`src/rtl/serv_ibus_rsp_pkg.sv`:
```
// Shared widths and the halfword-merge helper for the instruction fetch responder.
package serv_ibus_rsp_pkg;

  localparam int IBUS_DW = 32;

  // A halfword-aligned fetch takes the upper half of the low word and the lower half of the high word.
  function automatic logic [IBUS_DW-1:0] merge_half(input logic [IBUS_DW-1:0] hi_w,
                                                   input logic [IBUS_DW-1:0] lo_w);
    return {hi_w[15:0], lo_w[31:16]};
  endfunction

endpackage

```
`src/rtl/serv_ibus_rsp_if.sv`:
```
// Core-side instruction fetch bus: address/request from the core, data/ack back to it.
interface serv_ibus_rsp_if;

  logic [serv_ibus_rsp_pkg::IBUS_DW-1:0] i_ibus_adr;
  logic                                  i_ibus_cyc;
  logic [serv_ibus_rsp_pkg::IBUS_DW-1:0] o_ibus_rdt;
  logic                                  o_ibus_ack;

  modport master (output i_ibus_adr, output i_ibus_cyc, input o_ibus_rdt, input o_ibus_ack);
  modport slave  (input i_ibus_adr, input i_ibus_cyc, output o_ibus_rdt, output o_ibus_ack);

endinterface

```
`src/rtl/serv_ibus_rsp.sv`:
```
// Instruction fetch responder with a one-word buffer; halfword-aligned fetches may need two memory reads.
// Ack 1 cycle after a hit, 2 after one read, 3 after two; the core holds cyc until ack.
module serv_ibus_rsp
  import serv_ibus_rsp_pkg::*;
#(
  parameter     RESET_STRATEGY = "MINI",
  parameter int MEM_AW         = 10
) (
  input  logic              clk,
  input  logic              i_rst,
  serv_ibus_rsp_if.slave    ibus,
  input  logic              i_inv,
  output logic              o_mem_en,
  output logic [MEM_AW-1:0] o_mem_adr,
  input  logic [31:0]       i_mem_rdt
);

  localparam logic [1:0] IDLE  = 2'd0;
  localparam logic [1:0] WAIT1 = 2'd1;
  localparam logic [1:0] WAIT2 = 2'd2;
  localparam logic [1:0] ACK   = 2'd3;

  localparam bit USE_RST = (RESET_STRATEGY != "NONE");

  logic              rst;
  logic [1:0]        state = IDLE;
  logic [1:0]        state_nxt;
  logic              buf_vld = 1'b0;
  logic [MEM_AW-1:0] buf_tag;
  logic [31:0]       buf_dat;
  logic [31:0]       rdt;

  logic [MEM_AW-1:0] lo, hi, lo_q, hi_q, fill_tag;
  logic              mis, lo_hit, hi_hit, miss, accept, fill, two_q, rd_hi_q, mis_q;
  logic [31:0]       hit_res, rd_res;
  logic              unused;

  assign rst    = USE_RST && i_rst;
  assign unused = ^{ibus.i_ibus_adr[31:MEM_AW+2], ibus.i_ibus_adr[0]};

  assign lo     = ibus.i_ibus_adr[MEM_AW+1:2];
  assign hi     = lo + MEM_AW'(1);
  assign mis    = ibus.i_ibus_adr[1];
  assign lo_hit = buf_vld && (buf_tag == lo);
  assign hi_hit = buf_vld && (buf_tag == hi);
  assign miss   = !lo_hit || (mis && !hi_hit);
  assign accept = (state == IDLE) && ibus.i_ibus_cyc;
  assign fill   = (state == WAIT1) || (state == WAIT2);

  // The first read goes to whichever word is missing, low word first.
  assign o_mem_en  = (accept && miss) || ((state == WAIT1) && two_q && ibus.i_ibus_cyc);
  assign o_mem_adr = (state == IDLE) ? (lo_hit ? hi : lo) : hi_q;
  assign fill_tag  = ((state == WAIT2) || rd_hi_q) ? hi_q : lo_q;

  assign hit_res = mis ? merge_half(buf_dat, buf_dat) : buf_dat;
  // While a read returns, buf_dat still holds the other word of the pair.
  always_comb begin
    rd_res = i_mem_rdt;
    if (state == WAIT2)
      rd_res = merge_half(i_mem_rdt, buf_dat);
    else if (mis_q)
      rd_res = rd_hi_q ? merge_half(i_mem_rdt, buf_dat) : merge_half(buf_dat, i_mem_rdt);
  end

  always_comb begin
    state_nxt = IDLE;
    case (state)
      IDLE:    state_nxt = accept ? (miss ? WAIT1 : ACK) : IDLE;
      WAIT1:   state_nxt = !ibus.i_ibus_cyc ? IDLE : (two_q ? WAIT2 : ACK);
      WAIT2:   state_nxt = ibus.i_ibus_cyc ? ACK : IDLE;
      default: state_nxt = IDLE;
    endcase
  end

  always_ff @(posedge clk) begin
    if (rst) begin
      state   <= IDLE;
      buf_vld <= 1'b0;
    end else begin
      state   <= state_nxt;
      buf_vld <= !i_inv && (fill || buf_vld);
    end
  end

  always_ff @(posedge clk) begin
    if (accept) begin
      mis_q   <= mis;
      two_q   <= mis && !lo_hit && !hi_hit;
      rd_hi_q <= lo_hit;
      lo_q    <= lo;
      hi_q    <= hi;
    end
    if (fill) begin
      buf_tag <= fill_tag;
      buf_dat <= i_mem_rdt;
    end
    if (!rst && (state_nxt == ACK))
      rdt <= (state == IDLE) ? hit_res : rd_res;
  end

  assign ibus.o_ibus_rdt = rdt;
  assign ibus.o_ibus_ack = (state == ACK);

endmodule

```
`src/flat_wrapper.sv`:
```
// flat-port wrapper written by rule: the top's interface ports become plain ports
module serv_ibus_rsp_flat import serv_ibus_rsp_pkg::*;
#(
  parameter     RESET_STRATEGY = "    ",
  parameter int MEM_AW         = 10
)
  (clk, i_rst, i_inv, o_mem_en, o_mem_adr, i_mem_rdt, ibus_i_ibus_adr, ibus_i_ibus_cyc, ibus_o_ibus_rdt, ibus_o_ibus_ack);
  serv_ibus_rsp_if ibus_i ();
  input  logic clk;
  input  logic i_rst;
  input  logic i_inv;
  output logic o_mem_en;
  output logic [MEM_AW-1:0] o_mem_adr;
  input  logic [31:0] i_mem_rdt;
  input wire logic [$bits(ibus_i.i_ibus_adr)-1:0] ibus_i_ibus_adr;
  input wire logic [$bits(ibus_i.i_ibus_cyc)-1:0] ibus_i_ibus_cyc;
  output wire logic [$bits(ibus_i.o_ibus_rdt)-1:0] ibus_o_ibus_rdt;
  output wire logic [$bits(ibus_i.o_ibus_ack)-1:0] ibus_o_ibus_ack;
  assign ibus_i.i_ibus_adr = ibus_i_ibus_adr;
  assign ibus_i.i_ibus_cyc = ibus_i_ibus_cyc;
  assign ibus_o_ibus_rdt = ibus_i.o_ibus_rdt;
  assign ibus_o_ibus_ack = ibus_i.o_ibus_ack;
  serv_ibus_rsp #(.RESET_STRATEGY(RESET_STRATEGY), .MEM_AW(MEM_AW)) u_core (.clk(clk), .i_rst(i_rst), .ibus(ibus_i), .i_inv(i_inv), .o_mem_en(o_mem_en), .o_mem_adr(o_mem_adr), .i_mem_rdt(i_mem_rdt));
endmodule
```
`config.mk`:
```
export PLATFORM = sky130hd
export DESIGN_NAME = serv_ibus_rsp_flat
export DESIGN_NICKNAME = d
export VERILOG_FILES = /design/src/rtl/serv_ibus_rsp_pkg.sv /design/src/rtl/serv_ibus_rsp_if.sv /design/src/rtl/serv_ibus_rsp.sv /design/src/flat_wrapper.sv
export SDC_FILE = /design/constraint.sdc
export NUM_CORES = 1
export LEC_CHECK = 0
export CAP_MARGIN = 5
export CORE_MARGIN = 2
export CORE_UTILIZATION = 40
export DETAILED_ROUTE_END_ITERATION = 10
export GPL_TIMING_DRIVEN = 0
export PLACE_DENSITY = 0.72
export REMOVE_ABC_BUFFERS = 1
export SYNTH_ARGS = -nofsm -noshare
export SYNTH_HDL_FRONTEND = slang
export SYNTH_SLANG_ARGS = --single-unit
```
`constraint.sdc`:
```
create_clock -name clk -period 8.49 [get_ports clk]
set_input_delay 1.2735 -clock clk [delete_from_list [all_inputs] [get_ports clk]]
set_output_delay 1.2735 -clock clk [all_outputs]
set_load 0.05 [all_outputs]
```
==> results.json <==
{
  "status": "completed",
  "syn_to_final_growth_pct": 25.4,
  "numCtsBuffers": 9,
  "clk_latency_ns": 0.35,
  "cp_data_required_time_ns": 7.22,
  "drt-initial-drc-count": 381,
  "cts_tree": "built",
  "port_buffers": 90,
  "ys_seq_elements": 100,
  "seq_area_frac_synth_pct": 57.1,
  "rows": 41,
  "clock_path_buffers": 2,
  "wl_mm": 12.7,
  "final_cell_area_sq_mm": 0.00653,
  "root_buffer": "clkbuf_16",
  "layout_commonest_cell": "edfxtp_1",
  "period_share_pct": 71.4,
  "arrival_ns": 4.78,
  "yosys.area.top_type_share_pct": 55.9,
  "dpl_cell_area_sq_mm": 0.00624,
  "synth-edff-count": 97,
  "hold_class": "flop to flop",
  "synthDistinctLibCells": 49,
  "antenna_cells": 0,
  "synth_area_leaders": "edfxtp_1 56%, mux2_2 9.1%, nor2_1 4.7%, o22a_1 2.7%, o41ai_1 2.7%",
  "fillCellCount": 1131,
  "fin_ws_ns": 2.43,
  "grt_pass1_vias": 4038,
  "cts_resized": 0,
  "clock.fmax_mhz": 165,
  "cts.sink_count": 100,
  "cp-start-kind": "input port",
  "place_congestion": 0.830,
  "rsz0062_at_grt": "false",
  "async_flop_share_pct": 0,
  "drtAntennaViolNets": 0,
  "synthFlopType": "edfxtp_1",
  "power.density_mw_per_mm2": 188,
  "post-cts-setup-buffers": 0,
  "yosys.area_share.simple_pct": 12.3,
  "die_h_um": 118,
  "syn_area_sq_mm": 0.00521,
  "place.detailed.hpwl_mm": 8.24,
  "cts_hold_buffers": 0,
  "clkTransAtPathRegs_ns": 0.06,
  "relSlewSlack_pct": 28.9,
  "layout_common_cells": "97 x edfxtp_1, 89 x clkdlybuf4s50_1, 65 x nor2_1",
  "num-nets-final": 590,
  "htreeDepth": 3,
  "grt_usage_pct": 18.8,
  "grt_overflow": 0,
  "crit_slowest_cell": "clkdlybuf4s50_1",
  "synth_xor_xnor_area_share_pct": 4.35,
  "crit_top_cell": "clkdlybuf4s50_1",
  "coreArea_sq_mm": 0.0127,
  "ir_drop_v": 0.0000839,
  "wl_per_cell_um": 18.3,
  "grt_max_degree": 64,
  "post_synth.cell_area_avg_sq_um": 11.6,
  "grt_pass1_wl_mm": 20.7,
  "io_pins": 112,
  "yosys_warnings": 0,
  "synthAdderAreaFrac_pct": 1.20,
  "worstMarginPinSlew_ns": 1.06,
  "fp.dieW_um": 118,
  "pre_cts_ws_ns": 2.44,
  "final_hold_viol_count": 0,
  "synth_top_family_by_area": "compound AO/OA/AOI/OAI gates",
  "setup_viol": 0,
  "tns_ns": 0,
  "period_needed_ns": 6.06,
  "hold_slack_ns": 0.552,
  "fin_worst_skew_ns": 0.00685,
  "leakage_nw": 2.20,
  "crit_type": "input port to output pin",
  "dieArea_sq_mm": 0.0140,
  "finalMaxSlewViolations": 0,
  "dp_cells": 678,
  "synth.largest_area_cell": "edfxtp_1",
  "start_util_pct": 41.1,
  "critical_path.endpoint_type": "output pin",
  "cap_violations": 0,
  "cp_cell_sequence": "clkdlybuf4s50_1 -> xnor2_1 -> nand4_1 -> or3_1 -> or4_1 -> a31oi_1 -> clkdlybuf4s50_1",
  "drive_above_1_share_pct": 13.2,
  "synthCells": 448,
  "num_vias": 3904,
  "antenna_found_initial": 0,
  "muxShareOfSynthArea_pct": 9.27,
  "fin_cells": 694,
  "first_pass_iters": 4,
  "viasPerCell": 5.63,
  "drc": 0,
  "critical_path.max_stage_delay_ns": 0.86,
  "synth_compound_area_share_pct": 12.6,
  "crit_fanout": 17
}
## cells in the mapped netlist (all sizes together) (12+ instances only)
master   n
xnor2   17
edfxtp  97
mux2    42
nor2    65
o21ai   22
nand2   37
o22a    16
buf     12
clkbuf  23
o41ai   16
o22ai   16
## cells by family (layout without fill, tap and decap cells)
logic type	Yosys count	in the layout
AND/OR/NAND/NOR	140	140
adder cells (fa/ha/maj)	5	5
buffers and inverters	40	114
AO/OA/AOI/OAI	95	95
XOR/XNOR	25	25
flip-flops	100	100
multiplexers	43	43
## worst max-delay path, delay by kind of cell
kind            cells  cell delay [ns]
buf+inv             2             1.48
compound gates      1             0.25
simple gates        3             1.34
xor+xnor            1             0.43
## power breakdown
group	switching (mW)	internal, mW	leakage, nW
Clock	0.181	0.227	0.139
Combinational	0.132	0.0933	1.13
Sequential	0.0162	0.580	0.929
Total	0.329	0.900	2.20
## per-stage QoR
stage / utilization (%) / total power, mW
floorplan: - / 0.740
global placement: 48.8 / 0.820
detailed placement: 49.3 / 0.831
CTS: 51.6 / 1.24
global route: 51.6 / 1.28
finish: 51.6 / 1.23
## area by class of cell
type	instances	area, sq um	area share (%)
Clock buffer	9	225	3.45
Clock inverter	7	67.6	1.03
Inverter	5	18.8	0.287
Multi-Input combinational cell	308	2080	31.9
Sequential cell	100	2970	45.5
Tap cell	172	215	3.29
Timing Repair Buffer	93	951	14.6
## state kept, by name, indices dropped and copies added (netlist names)
| signal | cells |
|---|---|
| u_core.ibus.o_ibus_rdt | 32 |
| u_core.two_q | 1 |
| u_core.buf_tag | 10 |
| u_core.mis_q | 1 |
| u_core.lo_q | 10 |
| u_core.buf_dat | 32 |
| u_core.buf_vld | 1 |
| u_core.state | 2 |
| u_core.rd_hi_q | 1 |
| u_core.hi_q | 10 |
## metal layers
| metal | global-route usage (%) | vias to the layer above | wire, um |
|---|---|---|---|
| met1 | 23.7 | 1896 | 5510 |
| met5 | 0 | - | 0 |
| met3 | 3.63 | 13 | 809 |
| li1 | - | 1835 | - |
| met2 | 31.2 | 160 | 6170 |
| met4 | 8.21 | 0 | 194 |
## final timing paths
check,slack (ns),startpoint,to,cells past startpoint
worst min-delay path,0.55,u_core.lo_q[8],u_core.buf_tag[8],1
worst max-delay path,2.43,ibus_i_ibus_adr[5],o_mem_adr[8],7
worst max register to register,5.17,u_core.state[0],u_core.ibus.o_ibus_rdt[13],6
worst min register to register,0.55,u_core.lo_q[8],u_core.buf_tag[8],1
No activity file was read; power rests on OpenSTA's default activity.
